$ cat src/rtl/axis_pkt_gen_pkg.sv
`default_nettype none
// +--------------------------------------------------------------------+
// | axis_pkt_gen_pkg : FSM states, LFSR taps and LFSR step helper      |
// | Revision: 1.0                                                      |
// +--------------------------------------------------------------------+
package axis_pkt_gen_pkg;

  typedef enum logic [1:0] {
    ST_IDLE = 2'd0,
    ST_SEND = 2'd1,
    ST_GAP  = 2'd2,
    ST_FIN  = 2'd3
  } state_e;

  localparam logic [31:0] c_taps_dw8  = 32'h0000_00B8;
  localparam logic [31:0] c_taps_dw16 = 32'h0000_B400;
  localparam logic [31:0] c_taps_dw32 = 32'h8020_0003;

  function automatic logic [31:0] lfsr_taps(input int dw);
    case (dw)
      8:       return c_taps_dw8;
      16:      return c_taps_dw16;
      default: return c_taps_dw32;
    endcase
  endfunction

  // Galois right-shift step; caller keeps the value zero-extended to 32 bits.
  function automatic logic [31:0] lfsr_next(input logic [31:0] cur, input int dw);
    logic [31:0] nxt;
    nxt = cur >> 1;
    if (cur[0]) nxt = nxt ^ lfsr_taps(dw);
    return nxt;
  endfunction

endpackage
`default_nettype wire

$ cat src/rtl/axis_lfsr.sv
`default_nettype none
// +--------------------------------------------------------------------+
// | axis_lfsr : data-pattern register (counter or Galois LFSR)         |
// | Revision: 1.0                                                      |
// +--------------------------------------------------------------------+
module axis_lfsr #(
  parameter int DW = 8
) (
  input  logic          clk,
  input  logic          rst,
  input  logic          load,
  input  logic          advance,
  input  logic          mode,
  input  logic [DW-1:0] seed,
  output logic [DW-1:0] data
);
  import axis_pkt_gen_pkg::*;

  logic [DW-1:0] data_q;
  logic [DW-1:0] data_d;
  logic [DW-1:0] w_seed_fix;

  always_comb begin
    // An all-zero LFSR state would lock up, so a zero seed becomes 1.
    w_seed_fix = (mode && (seed == '0)) ? DW'(1) : seed;
    data_d     = data_q;
    if (load) begin
      data_d = w_seed_fix;
    end else if (advance) begin
      data_d = mode ? DW'(lfsr_next(32'(data_q), DW)) : data_q + DW'(1);
    end
  end

  always_ff @(posedge clk or negedge rst) begin
    if (!rst) data_q <= '0;
    else      data_q <= data_d;
  end

  assign data = data_q;

endmodule
`default_nettype wire

$ cat src/rtl/axis_pkt_gen.sv
`default_nettype none
// +--------------------------------------------------------------------+
// | axis_pkt_gen : AXI-Stream burst generator (packets, gaps, pattern) |
// | Revision: 1.0                                                      |
// +--------------------------------------------------------------------+
module axis_pkt_gen #(
  parameter int DW = 8,
  parameter int LW = 13
) (
  input  logic          clk,
  input  logic          rst,
  input  logic          start,
  input  logic [LW-1:0] pkt_len,
  input  logic [7:0]    num_pkts,
  input  logic [3:0]    gap,
  input  logic          mode,
  input  logic [DW-1:0] seed,
  output logic [DW-1:0] m_tdata,
  output logic          m_tvalid,
  output logic          m_tlast,
  input  logic          m_tready,
  output logic          busy,
  output logic          done
);
  import axis_pkt_gen_pkg::*;

  state_e        state_q, state_d;
  logic [LW-1:0] beat_cnt_q, beat_cnt_d;
  logic [7:0]    pkt_cnt_q, pkt_cnt_d;
  logic [3:0]    gap_cnt_q, gap_cnt_d;
  logic [LW-1:0] len_q, len_d;
  logic [7:0]    npkts_q, npkts_d;
  logic [3:0]    gap_cfg_q, gap_cfg_d;
  logic          mode_q, mode_d;

  logic          w_accept;
  logic          w_xfer;
  logic          w_last_beat;
  logic          w_pat_mode;

  assign w_last_beat = (beat_cnt_q == (len_q - LW'(1)));

  always_comb begin
    state_d    = state_q;
    beat_cnt_d = beat_cnt_q;
    pkt_cnt_d  = pkt_cnt_q;
    gap_cnt_d  = gap_cnt_q;
    len_d      = len_q;
    npkts_d    = npkts_q;
    gap_cfg_d  = gap_cfg_q;
    mode_d     = mode_q;
    w_accept   = 1'b0;
    w_xfer     = 1'b0;

    case (state_q)
      ST_IDLE: begin
        if (start && (pkt_len != '0) && (num_pkts != '0)) begin
          w_accept   = 1'b1;
          len_d      = pkt_len;
          npkts_d    = num_pkts;
          gap_cfg_d  = gap;
          mode_d     = mode;
          beat_cnt_d = '0;
          pkt_cnt_d  = '0;
          gap_cnt_d  = '0;
          state_d    = ST_SEND;
        end
      end
      ST_SEND: begin
        if (m_tready) begin
          w_xfer = 1'b1;
          if (w_last_beat) begin
            beat_cnt_d = '0;
            if (pkt_cnt_q == (npkts_q - 8'd1)) begin
              state_d = ST_FIN;
            end else begin
              pkt_cnt_d = pkt_cnt_q + 8'd1;
              if (gap_cfg_q != '0) begin
                gap_cnt_d = '0;
                state_d   = ST_GAP;
              end
            end
          end else begin
            beat_cnt_d = beat_cnt_q + LW'(1);
          end
        end
      end
      ST_GAP: begin
        if (gap_cnt_q == (gap_cfg_q - 4'd1)) begin
          gap_cnt_d = '0;
          state_d   = ST_SEND;
        end else begin
          gap_cnt_d = gap_cnt_q + 4'd1;
        end
      end
      ST_FIN: begin
        beat_cnt_d = '0;
        pkt_cnt_d  = '0;
        gap_cnt_d  = '0;
        state_d    = ST_IDLE;
      end
      default: state_d = ST_IDLE;
    endcase
  end

  always_ff @(posedge clk or negedge rst) begin
    if (!rst) begin
      state_q    <= ST_IDLE;
      beat_cnt_q <= '0;
      pkt_cnt_q  <= '0;
      gap_cnt_q  <= '0;
      len_q      <= '0;
      npkts_q    <= '0;
      gap_cfg_q  <= '0;
      mode_q     <= 1'b0;
    end else begin
      state_q    <= state_d;
      beat_cnt_q <= beat_cnt_d;
      pkt_cnt_q  <= pkt_cnt_d;
      gap_cnt_q  <= gap_cnt_d;
      len_q      <= len_d;
      npkts_q    <= npkts_d;
      gap_cfg_q  <= gap_cfg_d;
      mode_q     <= mode_d;
    end
  end

  // The seed is loaded with the incoming mode; later steps use the latched one.
  assign w_pat_mode = w_accept ? mode : mode_q;

  axis_lfsr #(
    .DW (DW)
  ) u_pattern (
    .clk     (clk),
    .rst     (rst),
    .load    (w_accept),
    .advance (w_xfer),
    .mode    (w_pat_mode),
    .seed    (seed),
    .data    (m_tdata)
  );

  assign m_tvalid = (state_q == ST_SEND);
  assign m_tlast  = m_tvalid && w_last_beat;
  assign busy     = (state_q != ST_IDLE);
  assign done     = (state_q == ST_FIN);

endmodule
`default_nettype wire
$ cat config.mk
export PLATFORM = sky130hd
export DESIGN_NAME = axis_pkt_gen
export DESIGN_NICKNAME = d
export VERILOG_FILES = /design/src/rtl/axis_pkt_gen_pkg.sv /design/src/rtl/axis_lfsr.sv /design/src/rtl/axis_pkt_gen.sv
export SDC_FILE = /design/constraint.sdc
export NUM_CORES = 1
export LEC_CHECK = 0
export CAP_MARGIN = 10
export CORE_AREA = 2 2 93 95
export CTS_BUF_LIST = sky130_fd_sc_hd__clkbuf_4 sky130_fd_sc_hd__clkbuf_8
export DETAILED_ROUTE_END_ITERATION = 8
export DIE_AREA = 0 0 95 97
export DONT_BUFFER_PORTS = 1
export PLACE_DENSITY = 0.59
export SYNTH_ARGS = -nofsm -noshare
export SYNTH_HDL_FRONTEND = slang
export SYNTH_SLANG_ARGS = --single-unit
export TNS_END_PERCENT = 10
$ cat constraint.sdc
create_clock -name clk -period 4 [get_ports clk]
set_clock_uncertainty 0.05 [all_clocks]
set_input_delay 0.2 -clock clk [delete_from_list [all_inputs] [get_ports clk]]
set_output_delay 0.2 -clock clk [all_outputs]
set_load 0.005 [all_outputs]
==> out/results.tsv, run 1 <==
metric	value	unit
post-route cell area	4395	sq um
Mapped Avg Cell Area	8.645	sq um
Chip Height	97	microns
Slowest cell on crit path	or4b_1	
critical path endpoint	pkt_cnt_q[3]$_DFFE_PN0P_	
Post-DRT Antenna Nets	0	
setup violators final	0	
Ys Warns	0	
initial antenna violation count	1	
Hold Path Class	in -> reg	
Post-DP HPWL	6.517	mm
Yosys reg bits	61	
die width	95	microns
number of port buffers	0	
Worst Reg2Reg Path Length in Cells	9	
Post-Synth Adder-Cell Area	0.02680	
via count	3289	
Synth Instances	432	
worst r2r src	len_q[0]$_DFFE_PN0P_	
Global Route Usage Sum	0.2153	
DRT Wirelength	9.418	mm
leakage	1.974	nW
initial core utilization	0.4592	
grt total ovfl	0	
largest net degree at the start of global routing	62	
Power Density	547.9	nW/um^2
clock latency at the later pin of the worst-skew pair	0.34	ns
hold_sp	seed[2]	
share of layout cells above drive strength 1	0.06568	
status	finished clean	
worst-path cell chain	inv_1 > ha_1 > or4b_1 > or2_1 > or4_1 > a22oi_4 > nand4_2 > or3_1 > a21oi_1	
Routed WL per cell	16.29	microns
most frequent cell after synthesis	nand2_1	
Reg clk slew, reported paths	0.07	ns
Post-synth top cells	nand2_1, dfrtp_1, o21ai_0	
first-pass GRT wire length	15.57	mm
Post-synth ARST share	1.000	
mapped cell area	3735	sq um
post-synthesis mux area share	0.01139	
Setup CP Type	reg -> reg	
H-tree Lvls	3	
Slew Limit Headroom	0.3425	
core box area	8134	sq um
worst vdd ir	0.3607	mV
post-CTS setup buffers	0	
Synth Area in Compound Gates	0.1618	
final period utilization	0.8322	
WP data required	4.21	ns
setup TNS	0	ns
flop2flop setup slack	0.67	ns
Clk Tree Root Cell	clkbuf_8	
Final GP Congestion	0.8362	
Slew Viols, Final	0	
Remaining DRCs	0	
largest cells by area after synthesis	dfrtp_1, nand2_1, xor2_1	
FF-to-FF End	pkt_cnt_q[3]$_DFFE_PN0P_	
EDFF count, synth	0	
CTS buffer count	9	
vias in the first global route	3174	
Vias per Instance	5.690	
dpl cell area	3850	sq um
ys flop type	dfrtp_1	
combinational family with the most area after synthesis	simple AND/OR/NAND/NOR gates	
data arrival time of the critical path	3.54	ns
Seq/Total Area, Yosys	0.4087	
f_max	300.4	MHz
final hold viol count	0	
Syn Nets	478	
initial DRC count	144	
total power draw	2.408	mW
Post-CTS Hold Fix Bufs	33	
DRT Pass-1 Iters	4	
Ports	50	
# rows	33	
Top delay family on crit path	simple AND/OR/NAND/NOR gates	
P&R area growth vs syn	17.69	%
max incr delay on CP	0.56	ns
worst-margin pin slew	0.9739	ns
full die area	9215	sq um
Synth cell types	59	
critical path peak fanout	16	
unrepaired setup endpoints after global routing	false	
top cell type by total area after synthesis	dfrtp_1	
CTS sink count	61	
share of the synthesized area in the top cell type	0.4087	
Longest Clk Path Bufs	2	
startpoint type of the worst setup path	flop	
Net count, final	513	
minimum clock period after layout	3.329	ns
TritonCTS clock tree	built	
Bufs and invs on worst path	1	
post-CTS sizing	0	
Critical Path Stages	9	
post-synthesis xor/xnor area fraction	0.1008	
synthesized-area fraction occupied by and/or/nand/nor cells	0.2610	
Crit. End Element	flop	
Max Cap Viol	0	
worst setup path startpoint	len_q[0]$_DFFE_PN0P_	
## power breakdown
part	internal (mW)	total, mW	switching (mW)
logic	0.391	0.797	0.406
registers	0.788	1.06	0.273
clock network	0.307	0.549	0.242
total	1.49	2.41	0.921
## sequential cells by signal, summed over array words and instances, names as in the netlist
name and count:
u_pattern.data 8, mode_q 1, len_q 13, npkts_q 8, gap_cfg_q 4, state_q 2, pkt_cnt_q 8, beat_cnt_q 13
gap_cnt_q 4
## layout by cell type, fill, tap and decap left out, types with 3 or more instances in the layout
cell type	n
a21oi_1	16
a22o_1	6
a22oi_1	3
a31o_2	3
a31oi_1	4
and2_1	3
and3_1	6
buf_4	3
clkbuf_8	10
clkinv_2	4
dfrtp_1	61
dlygate4sd3_1	32
ha_1	8
inv_1	17
nand2_1	75
nand2b_1	3
nand3_1	19
nand4_1	12
nor2_1	25
nor2b_1	8
nor3_1	10
nor4_1	9
o21ai_0	33
or3_1	7
or4_1	3
xnor2_1	14
xor2_1	29
## cells by family after synthesis
group                    count (synthesis)
XOR/XNOR                                43
buffers and inverters                   29
AO/OA/AOI/OAI                           91
flip-flops                              61
adder cells (fa/ha/maj)                  8
multiplexers                             4
AND/OR/NAND/NOR                        196
## metrics by stage
stage	instances	setup slack, ns	utilization	hold slack, ns
after floorplan	432	1.090	-	-0.1456
after global placement	528	0.8135	0.4733	-0.1441
after detailed placement	528	0.6941	0.4733	-0.1442
after CTS	577	0.6822	0.5401	0.003347
after global routing	577	0.4271	0.5401	0.03332
final	578	0.6712	0.5404	0.01472
## routing by layer
metal / track usage / vias to the layer above / part of all wire
met1: 0.3044 / 1577 / 0.47
met2: 0.3268 / 81 / 0.46
met4: 0.06912 / 0 / 0.019
met5: 0 / - / 0
met3: 0.04751 / 15 / 0.047
li1: - / 1616 / -
## cell type report
cell class	count	area, sq um
Sequential cell	61	1526
Multi-Input combinational cell	342	2106
Fill cell	752	3739
Timing Repair Buffer	36	370.4
Inverter	17	63.81
Clock buffer	11	145.1
Clock inverter	5	50.05
Tap cell	105	131.4
Antenna cell	1	2.502
## worst min path at each step
stage / endpoint / slack (ns) / depth (start not counted)
2_1_floorplan: beat_cnt_q[0]$_DFFE_PN0P_ / -0.15 / 0
3_3_place_gp: npkts_q[2]$_DFFE_PN0P_ / -0.14 / 0
3_5_place_dp: npkts_q[2]$_DFFE_PN0P_ / -0.14 / 0
4_1_cts: u_pattern.data[2]$_DFFE_PN0P_ / 0.003 / 2
5_1_grt: u_pattern.data[2]$_DFFE_PN0P_ / 0.03 / 2
6_report: u_pattern.data[2]$_DFFE_PN0P_ / 0.01 / 2
Note: power is estimated with default switching activity, not from simulation.
==> run 2, diff against run 1 <==
--- a/config.mk
+++ b/config.mk
@@ -11,7 +11,7 @@
 export DETAILED_ROUTE_END_ITERATION = 8
 export DIE_AREA = 0 0 95 97
 export DONT_BUFFER_PORTS = 1
-export PLACE_DENSITY = 0.59
+export PLACE_DENSITY = 0.62
 export SYNTH_ARGS = -nofsm -noshare
 export SYNTH_HDL_FRONTEND = slang
 export SYNTH_SLANG_ARGS = --single-unit
==> constraint.sdc (replaced) <==
create_clock -name clk -period 3 [get_ports clk]
set_clock_uncertainty 0.05 [all_clocks]
set_input_delay 0.15 -clock clk [delete_from_list [all_inputs] [get_ports clk]]
set_output_delay 0.15 -clock clk [all_outputs]
set_load 0.005 [all_outputs]
==> out/results.tsv, run 2 (synthesized netlist as in run 1, its figures left out) <==
metric	value	unit	change
f_max	327.9	MHz	+9.1%
TritonCTS clock tree	built		
FF-to-FF End	gap_cnt_q[0]$_DFFE_PN0P_		
final setup margin	-0.05015	ns	-0.7213 ns
P&R area growth vs syn	24.46	%	
CTS buffer count	9		unchanged
H-tree Lvls	3		unchanged
Worst Reg2Reg Path Length in Cells	9		unchanged
most common cell after layout, fill and taps aside	nand2_1		
leakage	2.066	nW	+4.6%
worst-path cell chain	inv_2 > ha_4 > or4b_4 > or2_4 > or4_4 > a22oi_4 > nand3_2 > a22o_4 > mux2_2		
first-pass GRT wire length	15.50	mm	-0.40%
Ports	50		unchanged
worst-margin pin slew	0.6756	ns	-0.2982 ns
Hold Path Class	in -> reg		
status	finished with violations		
dpl cell area	3940	sq um	+2.3%
Chip Height	97	microns	unchanged
total power draw	3.370	mW	+40%
critical path peak fanout	5		-11
most frequent cells in the layout	nand2_1, dfrtp_1, dlygate4sd3_1		
Regs by FF count	beat_cnt_q: 13 flops, len_q: 13 flops		
post-route cell area	4648	sq um	+5.8%
worst r2r src	len_q[0]$_DFFE_PN0P_		
Post-DP HPWL	6.393	mm	-1.9%
final antenna diode count	0		-1
WP data required	3.18	ns	-1.03 ns
Longest Clk Path Bufs	2		unchanged
Hold EP	mode_q$_DFFE_PN0P_		
die width	95	microns	unchanged
CTS sink count	61		unchanged
data arrival time of the critical path	3.23	ns	-0.31 ns
Final GP Congestion	0.8111		-3.0%
setup violators final	6		+6
Slowest cell on crit path	or4b_4		
Slew Viols, Final	0		unchanged
core box area	8134	sq um	unchanged
via count	3402		+3.4%
final hold viol count	0		unchanged
Vias per Instance	5.708		+0.31%
number of port buffers	0		unchanged
initial core utilization	0.4592		unchanged
Crit. End Element	flop		
startpoint type of the worst setup path	flop		
final period utilization	1.017		+0.1845
DRT Wirelength	9.628	mm	+2.2%
DRT Pass-1 Iters	4		unchanged
grt total ovfl	0		unchanged
hold_sp	mode		
worst vdd ir	0.3668	mV	+1.7%
Top delay family on crit path	simple AND/OR/NAND/NOR gates		
failing checks	setup timing		
Slew Limit Headroom	0.5455		+0.2030
Clk Tree Root Cell	clkbuf_8		
Routed WL per cell	16.15	microns	-0.86%
Setup CP Type	reg -> reg		
Power Density	725.1	nW/um^2	+32%
Post-DRT Antenna Nets	0		unchanged
unrepaired setup endpoints after global routing	true		
Net count, final	532		+3.7%
clock latency at the later pin of the worst-skew pair	0.35	ns	about the same
Max Cap Viol	0		unchanged
# rows	33		unchanged
initial antenna violation count	0		-1
hold path depth	3		+1
largest net degree at the start of global routing	62		unchanged
initial DRC count	115		-20%
share of layout cells above drive strength 1	0.1324		+0.06670
flop2flop setup slack	-0.05	ns	-0.72 ns
Reg clk slew, reported paths	0.07	ns	about the same
full die area	9215	sq um	unchanged
max incr delay on CP	0.50	ns	-0.06 ns
vias in the first global route	3266		+2.9%
Remaining DRCs	0		unchanged
Bufs and invs on worst path	1		unchanged
minimum clock period after layout	3.050	ns	-0.2787 ns
Global Route Usage Sum	0.2124		-0.002900
[run 2: cell types whose count changed in the layout (fill, tap and decap cells not counted), sizes merged]
cell         previous run  this run
buf                     4        20
clkinvlp                0         3
clkinv                  4         2
dlygate4sd3            32        34
clkbuf                 11        10
diode                   1         0
nand4                  13        14
[run 2: stage by stage]
stage / instances / hold slack (ns) / util / setup WS (ns) / setup TNS [ns]
after CTS: 591 / 0.01958 / 0.5579 / -0.001857 / -0.001857
after global routing: 596 / 0.03681 / 0.5715 / -0.1481 / -1.240
final: 596 / 0.03867 / 0.5715 / -0.05015 / -0.1175
after floorplan: 432 / -0.1956 / - / 0.09024 / 0
after global placement: 540 / -0.1936 / 0.4844 / -0.06465 / -0.3481
after detailed placement: 540 / -0.1942 / 0.4844 / -0.1319 / -0.7781
[run 2: report_power, final]
| part | switching (mW) | total, mW | internal (mW) | leakage [nW] |
|---|---|---|---|---|
| Sequential | 0.323 | 1.37 | 1.05 | 0.778 |
| Clock | 0.343 | 0.746 | 0.403 | 0.0943 |
| Combinational | 0.623 | 1.25 | 0.628 | 1.19 |
| Total | 1.29 | 3.37 | 2.08 | 2.07 |
[run 2: final cells by class]
type                    count  area, sq um
fillers                   699         3486
multi-input cells         343         2208
flip-flops and latches     61         1526
repair buffers             54        518.0
clock buffers              10        137.6
well taps                 105        131.4
inverters                  17        63.81
clock inverters             6        62.56
[run 2: routing by layer]
layer  share of wire  wire length [microns]  vias to the layer above  GRT usage
li1                -                      -                     1662          -
met1            0.47                   4529                     1642     0.2936
met2            0.47                   4553                       86     0.3295
met3           0.041                    399                       12    0.03894
met4           0.015                    146                        0    0.08027
met5               0                      0                        -          0
[run 2: timing repair]
item,in CTS,in global routing
pin swaps,1,12
hold buffers,35,0
buffers inserted,0,4
endpoints found under the hold margin,94,0
endpoints found under the setup margin,12,24
cloned,0,1
gates resized for setup,6,22
[run 2: worst max-delay path by stage]
| stage | startpoint | endpoint | slack [ns] | depth (start not counted) |
|---|---|---|---|---|
| 6_report | len_q[0]$_DFFE_PN0P_ | gap_cnt_q[0]$_DFFE_PN0P_ | -0.05 | 9 |
| 4_1_cts | len_q[5]$_DFFE_PN0P_ | m_tlast | -0.002 | 6 |
| 3_5_place_dp | len_q[0]$_DFFE_PN0P_ | pkt_cnt_q[3]$_DFFE_PN0P_ | -0.13 | 10 |
| 5_1_grt | len_q[0]$_DFFE_PN0P_ | pkt_cnt_q[3]$_DFFE_PN0P_ | -0.15 | 10 |
| 2_1_floorplan | len_q[0]$_DFFE_PN0P_ | gap_cnt_q[0]$_DFFE_PN0P_ | 0.09 | 9 |
| 3_3_place_gp | len_q[0]$_DFFE_PN0P_ | pkt_cnt_q[4]$_DFFE_PN0P_ | -0.06 | 9 |
[run 2: worst reg2reg max path: stages, from the launching register on]
cell and delay, ns:
dfrtp_1 0.40, inv_2 0.09, ha_4 0.13, or4b_4 0.50
or2_4 0.27, or4_4 0.49, a22oi_4 0.32, nand3_2 0.14
a22o_4 0.29, mux2_2 0.26
